## src/rtl/sm4_req_sched_if.sv

```systemverilog
// Bundle of requester, response and SM4-core signals seen by the request scheduler.
// The master modport is the scheduler; the slave modport is its environment.
interface sm4_req_sched_if;
  logic [1:0]   req_valid_i;
  logic [1:0]   req_ready_o;
  logic [1:0]   req_newkey_i;
  logic [1:0]   req_dec_i;
  logic [255:0] req_key_i;
  logic [255:0] req_data_i;
  logic         rsp_valid_o;
  logic         rsp_ready_i;
  logic         rsp_id_o;
  logic         rsp_err_o;
  logic [127:0] rsp_data_o;
  logic         core_sm4_enable_o;
  logic         core_encdec_enable_o;
  logic         core_encdec_sel_o;
  logic         core_valid_o;
  logic [127:0] core_data_o;
  logic         core_key_exp_o;
  logic         core_key_valid_o;
  logic [127:0] core_key_o;
  logic         core_key_ready_i;
  logic         core_valid_out_i;
  logic [127:0] core_result_i;

  modport master (
    input  req_valid_i, req_newkey_i, req_dec_i, req_key_i, req_data_i, rsp_ready_i,
    input  core_key_ready_i, core_valid_out_i, core_result_i,
    output req_ready_o, rsp_valid_o, rsp_id_o, rsp_err_o, rsp_data_o,
    output core_sm4_enable_o, core_encdec_enable_o, core_encdec_sel_o, core_valid_o,
    output core_data_o, core_key_exp_o, core_key_valid_o, core_key_o
  );

  modport slave (
    output req_valid_i, req_newkey_i, req_dec_i, req_key_i, req_data_i, rsp_ready_i,
    output core_key_ready_i, core_valid_out_i, core_result_i,
    input  req_ready_o, rsp_valid_o, rsp_id_o, rsp_err_o, rsp_data_o,
    input  core_sm4_enable_o, core_encdec_enable_o, core_encdec_sel_o, core_valid_o,
    input  core_data_o, core_key_exp_o, core_key_valid_o, core_key_o
  );
endinterface

```

## src/rtl/sm4_req_sched.sv

```systemverilog
// Round-robin scheduler for two requesters sharing one SM4 core: caches the
// expanded key owner, sequences key expansion and block operation, with timeout.
module sm4_req_sched #(
  parameter int TIMEOUT_CYC = 1024,
  parameter int CNT_W       = 11
) (
  input logic              clk_i,
  input logic              rst_i,
  sm4_req_sched_if.master  bus
);
  typedef enum logic [2:0] {IDLE, KEY_LOAD, KEY_WAIT, DATA_ISSUE, DATA_WAIT, RESP} state_t;

  state_t           state_reg;
  logic             rr_ptr_reg;
  logic             key_owner_reg;
  logic             key_owner_vld_reg;
  logic             dec_reg;
  logic             id_reg;
  logic [127:0]     key_reg;
  logic [127:0]     data_reg;
  logic             rsp_valid_reg;
  logic             rsp_id_reg;
  logic             rsp_err_reg;
  logic [127:0]     rsp_data_reg;
  logic [CNT_W-1:0] cnt_reg;

  logic             any_valid;
  logic             grant;
  logic             cache_hit;
  logic             timeout;
  logic             active;
  logic [CNT_W-1:0] cnt_inc;
  logic [127:0]     key_sel;
  logic [127:0]     data_sel;

  always_comb begin
    any_valid = |bus.req_valid_i;
    // With a single requester it wins outright; contention falls back to the pointer.
    grant     = (&bus.req_valid_i) ? rr_ptr_reg : bus.req_valid_i[1];
    key_sel   = grant ? bus.req_key_i[255:128]  : bus.req_key_i[127:0];
    data_sel  = grant ? bus.req_data_i[255:128] : bus.req_data_i[127:0];
    cache_hit = key_owner_vld_reg && (key_owner_reg == grant) && !bus.req_newkey_i[grant];
    cnt_inc   = cnt_reg + 1'b1;
    timeout   = (cnt_inc == CNT_W'(TIMEOUT_CYC));
    active    = (state_reg != IDLE);
  end

  for (genvar gi = 0; gi < 2; gi++) begin : g_ready
    assign bus.req_ready_o[gi] = (state_reg == IDLE) && any_valid && (grant == 1'(gi));
  end

  always_ff @(posedge clk_i) begin
    if (rst_i) begin
      state_reg         <= IDLE;
      rr_ptr_reg        <= 1'b0;
      key_owner_reg     <= 1'b0;
      key_owner_vld_reg <= 1'b0;
      dec_reg           <= 1'b0;
      id_reg            <= 1'b0;
      key_reg           <= '0;
      data_reg          <= '0;
      rsp_valid_reg     <= 1'b0;
      rsp_id_reg        <= 1'b0;
      rsp_err_reg       <= 1'b0;
      rsp_data_reg      <= '0;
      cnt_reg           <= '0;
    end else begin
      case (state_reg)
        IDLE: begin
          if (any_valid) begin
            key_reg    <= key_sel;
            data_reg   <= data_sel;
            dec_reg    <= bus.req_dec_i[grant];
            id_reg     <= grant;
            rr_ptr_reg <= ~grant;
            state_reg  <= cache_hit ? DATA_ISSUE : KEY_LOAD;
          end
        end
        KEY_LOAD: begin
          key_owner_vld_reg <= 1'b0;
          cnt_reg           <= '0;
          state_reg         <= KEY_WAIT;
        end
        KEY_WAIT: begin
          if (bus.core_key_ready_i) begin
            key_owner_reg     <= id_reg;
            key_owner_vld_reg <= 1'b1;
            state_reg         <= DATA_ISSUE;
          end else if (timeout) begin
            rsp_valid_reg     <= 1'b1;
            rsp_id_reg        <= id_reg;
            rsp_err_reg       <= 1'b1;
            rsp_data_reg      <= '0;
            key_owner_vld_reg <= 1'b0;
            state_reg         <= RESP;
          end else begin
            cnt_reg <= cnt_inc;
          end
        end
        DATA_ISSUE: begin
          cnt_reg   <= '0;
          state_reg <= DATA_WAIT;
        end
        DATA_WAIT: begin
          // A result landing on the final counted cycle still completes normally.
          if (bus.core_valid_out_i) begin
            rsp_valid_reg <= 1'b1;
            rsp_id_reg    <= id_reg;
            rsp_err_reg   <= 1'b0;
            rsp_data_reg  <= bus.core_result_i;
            state_reg     <= RESP;
          end else if (timeout) begin
            rsp_valid_reg     <= 1'b1;
            rsp_id_reg        <= id_reg;
            rsp_err_reg       <= 1'b1;
            rsp_data_reg      <= '0;
            key_owner_vld_reg <= 1'b0;
            state_reg         <= RESP;
          end else begin
            cnt_reg <= cnt_inc;
          end
        end
        RESP: begin
          if (bus.rsp_ready_i) begin
            rsp_valid_reg <= 1'b0;
            state_reg     <= IDLE;
          end
        end
        default: state_reg <= IDLE;
      endcase
    end
  end

  assign bus.rsp_valid_o          = rsp_valid_reg;
  assign bus.rsp_id_o             = rsp_id_reg;
  assign bus.rsp_err_o            = rsp_err_reg;
  assign bus.rsp_data_o           = rsp_data_reg;
  assign bus.core_sm4_enable_o    = active && (state_reg != RESP);
  assign bus.core_key_exp_o       = (state_reg == KEY_LOAD) || (state_reg == KEY_WAIT);
  assign bus.core_key_valid_o     = (state_reg == KEY_LOAD);
  assign bus.core_encdec_enable_o = (state_reg == DATA_ISSUE) || (state_reg == DATA_WAIT);
  assign bus.core_valid_o         = (state_reg == DATA_ISSUE);
  assign bus.core_encdec_sel_o    = active && dec_reg;
  assign bus.core_key_o           = active ? key_reg  : '0;
  assign bus.core_data_o          = active ? data_reg : '0;
endmodule
```

## src/flat_wrapper.sv

```systemverilog
// flat-port wrapper written by rule: the top's interface ports become plain ports
module sm4_req_sched_flat 
#(
  parameter int TIMEOUT_CYC = 1024,
  parameter int CNT_W       = 11
)
  (clk_i, rst_i, bus_req_valid_i, bus_req_newkey_i, bus_req_dec_i, bus_req_key_i, bus_req_data_i, bus_rsp_ready_i, bus_core_key_ready_i, bus_core_valid_out_i, bus_core_result_i, bus_req_ready_o, bus_rsp_valid_o, bus_rsp_id_o, bus_rsp_err_o, bus_rsp_data_o, bus_core_sm4_enable_o, bus_core_encdec_enable_o, bus_core_encdec_sel_o, bus_core_valid_o, bus_core_data_o, bus_core_key_exp_o, bus_core_key_valid_o, bus_core_key_o);
  sm4_req_sched_if bus_i ();
  input logic clk_i;
  input logic rst_i;
  input wire logic [$bits(bus_i.req_valid_i)-1:0] bus_req_valid_i;
  input wire logic [$bits(bus_i.req_newkey_i)-1:0] bus_req_newkey_i;
  input wire logic [$bits(bus_i.req_dec_i)-1:0] bus_req_dec_i;
  input wire logic [$bits(bus_i.req_key_i)-1:0] bus_req_key_i;
  input wire logic [$bits(bus_i.req_data_i)-1:0] bus_req_data_i;
  input wire logic [$bits(bus_i.rsp_ready_i)-1:0] bus_rsp_ready_i;
  input wire logic [$bits(bus_i.core_key_ready_i)-1:0] bus_core_key_ready_i;
  input wire logic [$bits(bus_i.core_valid_out_i)-1:0] bus_core_valid_out_i;
  input wire logic [$bits(bus_i.core_result_i)-1:0] bus_core_result_i;
  output wire logic [$bits(bus_i.req_ready_o)-1:0] bus_req_ready_o;
  output wire logic [$bits(bus_i.rsp_valid_o)-1:0] bus_rsp_valid_o;
  output wire logic [$bits(bus_i.rsp_id_o)-1:0] bus_rsp_id_o;
  output wire logic [$bits(bus_i.rsp_err_o)-1:0] bus_rsp_err_o;
  output wire logic [$bits(bus_i.rsp_data_o)-1:0] bus_rsp_data_o;
  output wire logic [$bits(bus_i.core_sm4_enable_o)-1:0] bus_core_sm4_enable_o;
  output wire logic [$bits(bus_i.core_encdec_enable_o)-1:0] bus_core_encdec_enable_o;
  output wire logic [$bits(bus_i.core_encdec_sel_o)-1:0] bus_core_encdec_sel_o;
  output wire logic [$bits(bus_i.core_valid_o)-1:0] bus_core_valid_o;
  output wire logic [$bits(bus_i.core_data_o)-1:0] bus_core_data_o;
  output wire logic [$bits(bus_i.core_key_exp_o)-1:0] bus_core_key_exp_o;
  output wire logic [$bits(bus_i.core_key_valid_o)-1:0] bus_core_key_valid_o;
  output wire logic [$bits(bus_i.core_key_o)-1:0] bus_core_key_o;
  assign bus_i.req_valid_i = bus_req_valid_i;
  assign bus_i.req_newkey_i = bus_req_newkey_i;
  assign bus_i.req_dec_i = bus_req_dec_i;
  assign bus_i.req_key_i = bus_req_key_i;
  assign bus_i.req_data_i = bus_req_data_i;
  assign bus_i.rsp_ready_i = bus_rsp_ready_i;
  assign bus_i.core_key_ready_i = bus_core_key_ready_i;
  assign bus_i.core_valid_out_i = bus_core_valid_out_i;
  assign bus_i.core_result_i = bus_core_result_i;
  assign bus_req_ready_o = bus_i.req_ready_o;
  assign bus_rsp_valid_o = bus_i.rsp_valid_o;
  assign bus_rsp_id_o = bus_i.rsp_id_o;
  assign bus_rsp_err_o = bus_i.rsp_err_o;
  assign bus_rsp_data_o = bus_i.rsp_data_o;
  assign bus_core_sm4_enable_o = bus_i.core_sm4_enable_o;
  assign bus_core_encdec_enable_o = bus_i.core_encdec_enable_o;
  assign bus_core_encdec_sel_o = bus_i.core_encdec_sel_o;
  assign bus_core_valid_o = bus_i.core_valid_o;
  assign bus_core_data_o = bus_i.core_data_o;
  assign bus_core_key_exp_o = bus_i.core_key_exp_o;
  assign bus_core_key_valid_o = bus_i.core_key_valid_o;
  assign bus_core_key_o = bus_i.core_key_o;
  sm4_req_sched #(.TIMEOUT_CYC(TIMEOUT_CYC), .CNT_W(CNT_W)) u_core (.clk_i(clk_i), .rst_i(rst_i), .bus(bus_i));
endmodule
```

## config.mk

```make
export PLATFORM = sky130hd
export DESIGN_NAME = sm4_req_sched_flat
export DESIGN_NICKNAME = d
export VERILOG_FILES = /design/src/rtl/sm4_req_sched_if.sv /design/src/rtl/sm4_req_sched.sv /design/src/flat_wrapper.sv
export SDC_FILE = /design/constraint.sdc
export NUM_CORES = 1
export LEC_CHECK = 0
export BUFFER_PORTS_ARGS = -buffer_cell sky130_fd_sc_hd__buf_4
export CAP_MARGIN = 10
export CORE_AREA = 4 4 401 403
export CTS_BUF_LIST = sky130_fd_sc_hd__clkbuf_16
export DETAILED_ROUTE_END_ITERATION = 10
export DIE_AREA = 0 0 405 407
export GPL_ROUTABILITY_DRIVEN = 0
export PLACE_DENSITY = 0.31
export SYNTH_ARGS = -nofsm -noshare
export SYNTH_HDL_FRONTEND = slang
export SYNTH_SLANG_ARGS = --single-unit
```

## constraint.sdc

```tcl
create_clock -name clk_i -period 7.3 [get_ports clk_i]
set_input_delay 0.73 -clock clk_i [delete_from_list [all_inputs] [get_ports clk_i]]
set_output_delay 0.73 -clock clk_i [all_outputs]
set_load 0.02 [all_outputs]
```

==> flow_summary_export.csv <==
group,metric,value,unit
die,die_h,407,um
setup_path,cp_max_fo,86,
hold_path,min_to,"u_core.bus.rsp_data_o[125]$_SDFFE_PP0P_",
clock_tree,cts_hold_buf,0,
clock_tree,clock-sinks,406,
synth,yosysTopAreaCell,"dfxtp_1",
pwr,leakage,11.8,nW
routing,vias,17700,
grt,grt_overflow,0,
sta,tns,0,ns
sta,fin_ws,3.33,ns
synth,synth_most_common_cell,"dfxtp_1",
clock_tree,clk_pin_slew,0.06,ns
die,rows,146,
final_layout,layout-drive-gt1-share,0.443,
synth,syn-num-nets,2275,
setup_path,r2r-start,"u_core.cnt_reg[0]$_SDFFE_PP0P_",
sta,max-slew-margin-rel,0.220,
final_layout,area_growth,73.7,%
synth,avgSynthCellArea,9.88,um2
setup_path,worst_ep_required_time,6.57,ns
setup_path,critPathArrivalTime,3.24,ns
synth,synth_top_area_frac,0.507,
sta,fin_skew,0.0167,ns
synth,synthCells,1623,
synth,ys_seq_area_frac,0.507,
hold_path,hold_path_class,"primary input to flip-flop",
setup_path,worstRegToRegCells,9,
routing,wire_per_inst,23.0,um
synth,yosys-top-cells-area,"dfxtp_1, a222oi_1, nor2b_1",
synth,synth.cell_area,16000,um2
synth,synth-async-reset-ratio,0,
grt,antenna_found_initial,46,
die,coreArea,157000,um2
setup_path,startpoint_type,"flip-flop",
routing,routed_wl,108000,um
sta,finalMaxSlewViolations,0,
die,die_w,405,um
grt,grt_max_degree,136,
sta,post-route-period-util,0.544,
place,numPortBuffers,1045,
sta,worst_pin_slew,1.17,ns
setup_path,r2r_slack,3.50,ns
sta,period_needed,3.97,ns
clock_tree,cts_buffers,57,
clock_tree,cts_setup_buffers,0,
setup_path,r2r-end,"u_core.bus.rsp_data_o[63]$_SDFFE_PP0P_",
clock_tree,htree_levels,2,
sta,hold_violations,0,
pwr,vdd_drop_max,0.000167,V
grt,grt_usage,0.120,
sta,max_freq,0.252,GHz
pwr,power_density,263,nW/um2
final_layout,fin_nets,3219,
clock_tree,cts_resized,0,
synth,ys.flop_type,"dfxtp_1",
routing,viasPerCell,3.76,
routing,drtIter0Drc,1988,
clock_tree,ctsLongestPathBuffers,3,
final_layout,fillerInstances,17800,
die,initial_core_util,0.102,
die,dieArea,165000,um2
place,dp_slack,3.52,ns
synth,netlist_top_cells_count,"dfxtp_1, nor2_1, nor2b_1",
final_layout,multi_input_area,7180,um2
grt,grt_pass1_wl,142000,um
die,pin_count,1046,
clock_tree,clock_latency,0.65,ns
routing,drcViolationCount,0,
routing,ant_nets,0,
sta,setup_viol,0,
setup_path,cp-end-kind,"primary output",
place,hpwl,79000,um
synth,ys_ff_latch,406,
routing,first_pass_iters,10,
clock_tree,tritoncts,"built",
setup_path,critical_path_class,"flip-flop to primary output",
synth,synth-edff-count,0,
synth,synth_cell_type_count,50,
job,maxCapViolCount,0,
status,status,"finished, final reports clean",
final_layout,ff_latch_area,8130,um2
sta,grt_setup_unrepaired,"false",
synth,ys_warn_count,0,
hold_path,holdPathStages,2,
pwr,p_total,7.31,mW
clock_tree,root_buffer,"clkbuf_16",
grt,grt_pass1_vias,17500,
hold_path,min_from,"bus_core_result_i[125]",
==> worst max path at each step <==
stage / depth (start not counted) / to / slack, ns / startpoint
final: 5 / bus_core_data_o[25] / 3.33 / u_core.state_reg[0]$_SDFFE_PP0P_
after global routing: 5 / bus_core_data_o[25] / 3.05 / u_core.state_reg[0]$_SDFFE_PP0P_
after CTS: 5 / bus_core_key_o[121] / 3.22 / u_core.state_reg[1]$_SDFFE_PP0P_
after detailed placement: 9 / u_core.bus.rsp_data_o[63]$_SDFFE_PP0P_ / 3.52 / u_core.cnt_reg[0]$_SDFFE_PP0P_
after global placement: 9 / u_core.bus.rsp_data_o[109]$_SDFFE_PP0P_ / 3.47 / u_core.cnt_reg[0]$_SDFFE_PP0P_
after floorplan: 9 / u_core.bus.rsp_data_o[28]$_SDFFE_PP0P_ / 4.72 / u_core.cnt_reg[0]$_SDFFE_PP0P_
==> worst max-delay path, stage by stage, from the launching register on <==
cell and delay (ns):
dfxtp_1 0.50, nor3_2 0.23, buf_4 0.54, buf_4 0.80
nor2b_1 0.14, buf_4 0.20
==> report_power, final <==
group          internal [mW]  switching, mW
registers               2.44          0.145
clock network           1.59           1.20
logic                  0.812           1.13
total                   4.84           2.48
==> routing by layer <==
layer / routed length [um] / share of wire / track usage
met1: 41500 / 0.38 / 0.138
met4: 2400 / 0.022 / 0.0408
met3: 9380 / 0.087 / 0.0414
met5: 135 / 0.0012 / 0
met2: 54800 / 0.51 / 0.207
==> final cells by class <==
type | instances | share of cell area
multi-input cells | 1034 | 0.258
clock inverters | 45 | 0.0136
diodes | 14 | 0.00126
repair buffers | 1063 | 0.290
inverters | 5 | 0.000674
well taps | 2072 | 0.0931
flip-flops and latches | 406 | 0.292
clock buffers | 57 | 0.0512
==> per-stage QoR <==
stage / instances / instance area [um2] / hold slack (ns) / utilization
floorplan: 1623 / 16000 / 0.445 / -
global placement: 4580 / 26000 / 0.463 / 0.165
detailed placement: 4580 / 26000 / 0.465 / 0.165
CTS: 4682 / 27800 / 0.196 / 0.177
global route: 4696 / 27800 / 0.233 / 0.177
finish: 4696 / 27800 / 0.289 / 0.177
==> kinds of logic (layout without fill, tap and decap cells) <==
| logic type | Yosys count | in the layout | synth area share |
|---|---|---|---|
| muxes | 5 | 5 | 0.00320 |
| and+or+nand+nor | 590 | 590 | 0.186 |
| xor gates and xnor gates | 1 | 1 | 0.000546 |
| AOI/OAI and AO/OA | 437 | 437 | 0.255 |
| other | 0 | 14 | 0 |
| DFF | 406 | 406 | 0.507 |
| adders and majority gates | 1 | 1 | 0.000780 |
| buffers and inverters | 183 | 1170 | 0.0481 |
==> layout by cell type (no fill, tap or decap), types with 6 or more instances in the layout <==
cell,count
nor2_1,271
a222oi_1,257
nor2b_1,258
buf_4,1054
a31oi_1,6
a22o_1,128
clkinv_1,16
inv_1,12
diode_2,14
a21oi_1,13
nand2_1,18
dfxtp_1,406
nand2b_1,11
buf_12,8
clkinv_2,13
clkbuf_16,57
(Power assumes the default switching activity.)
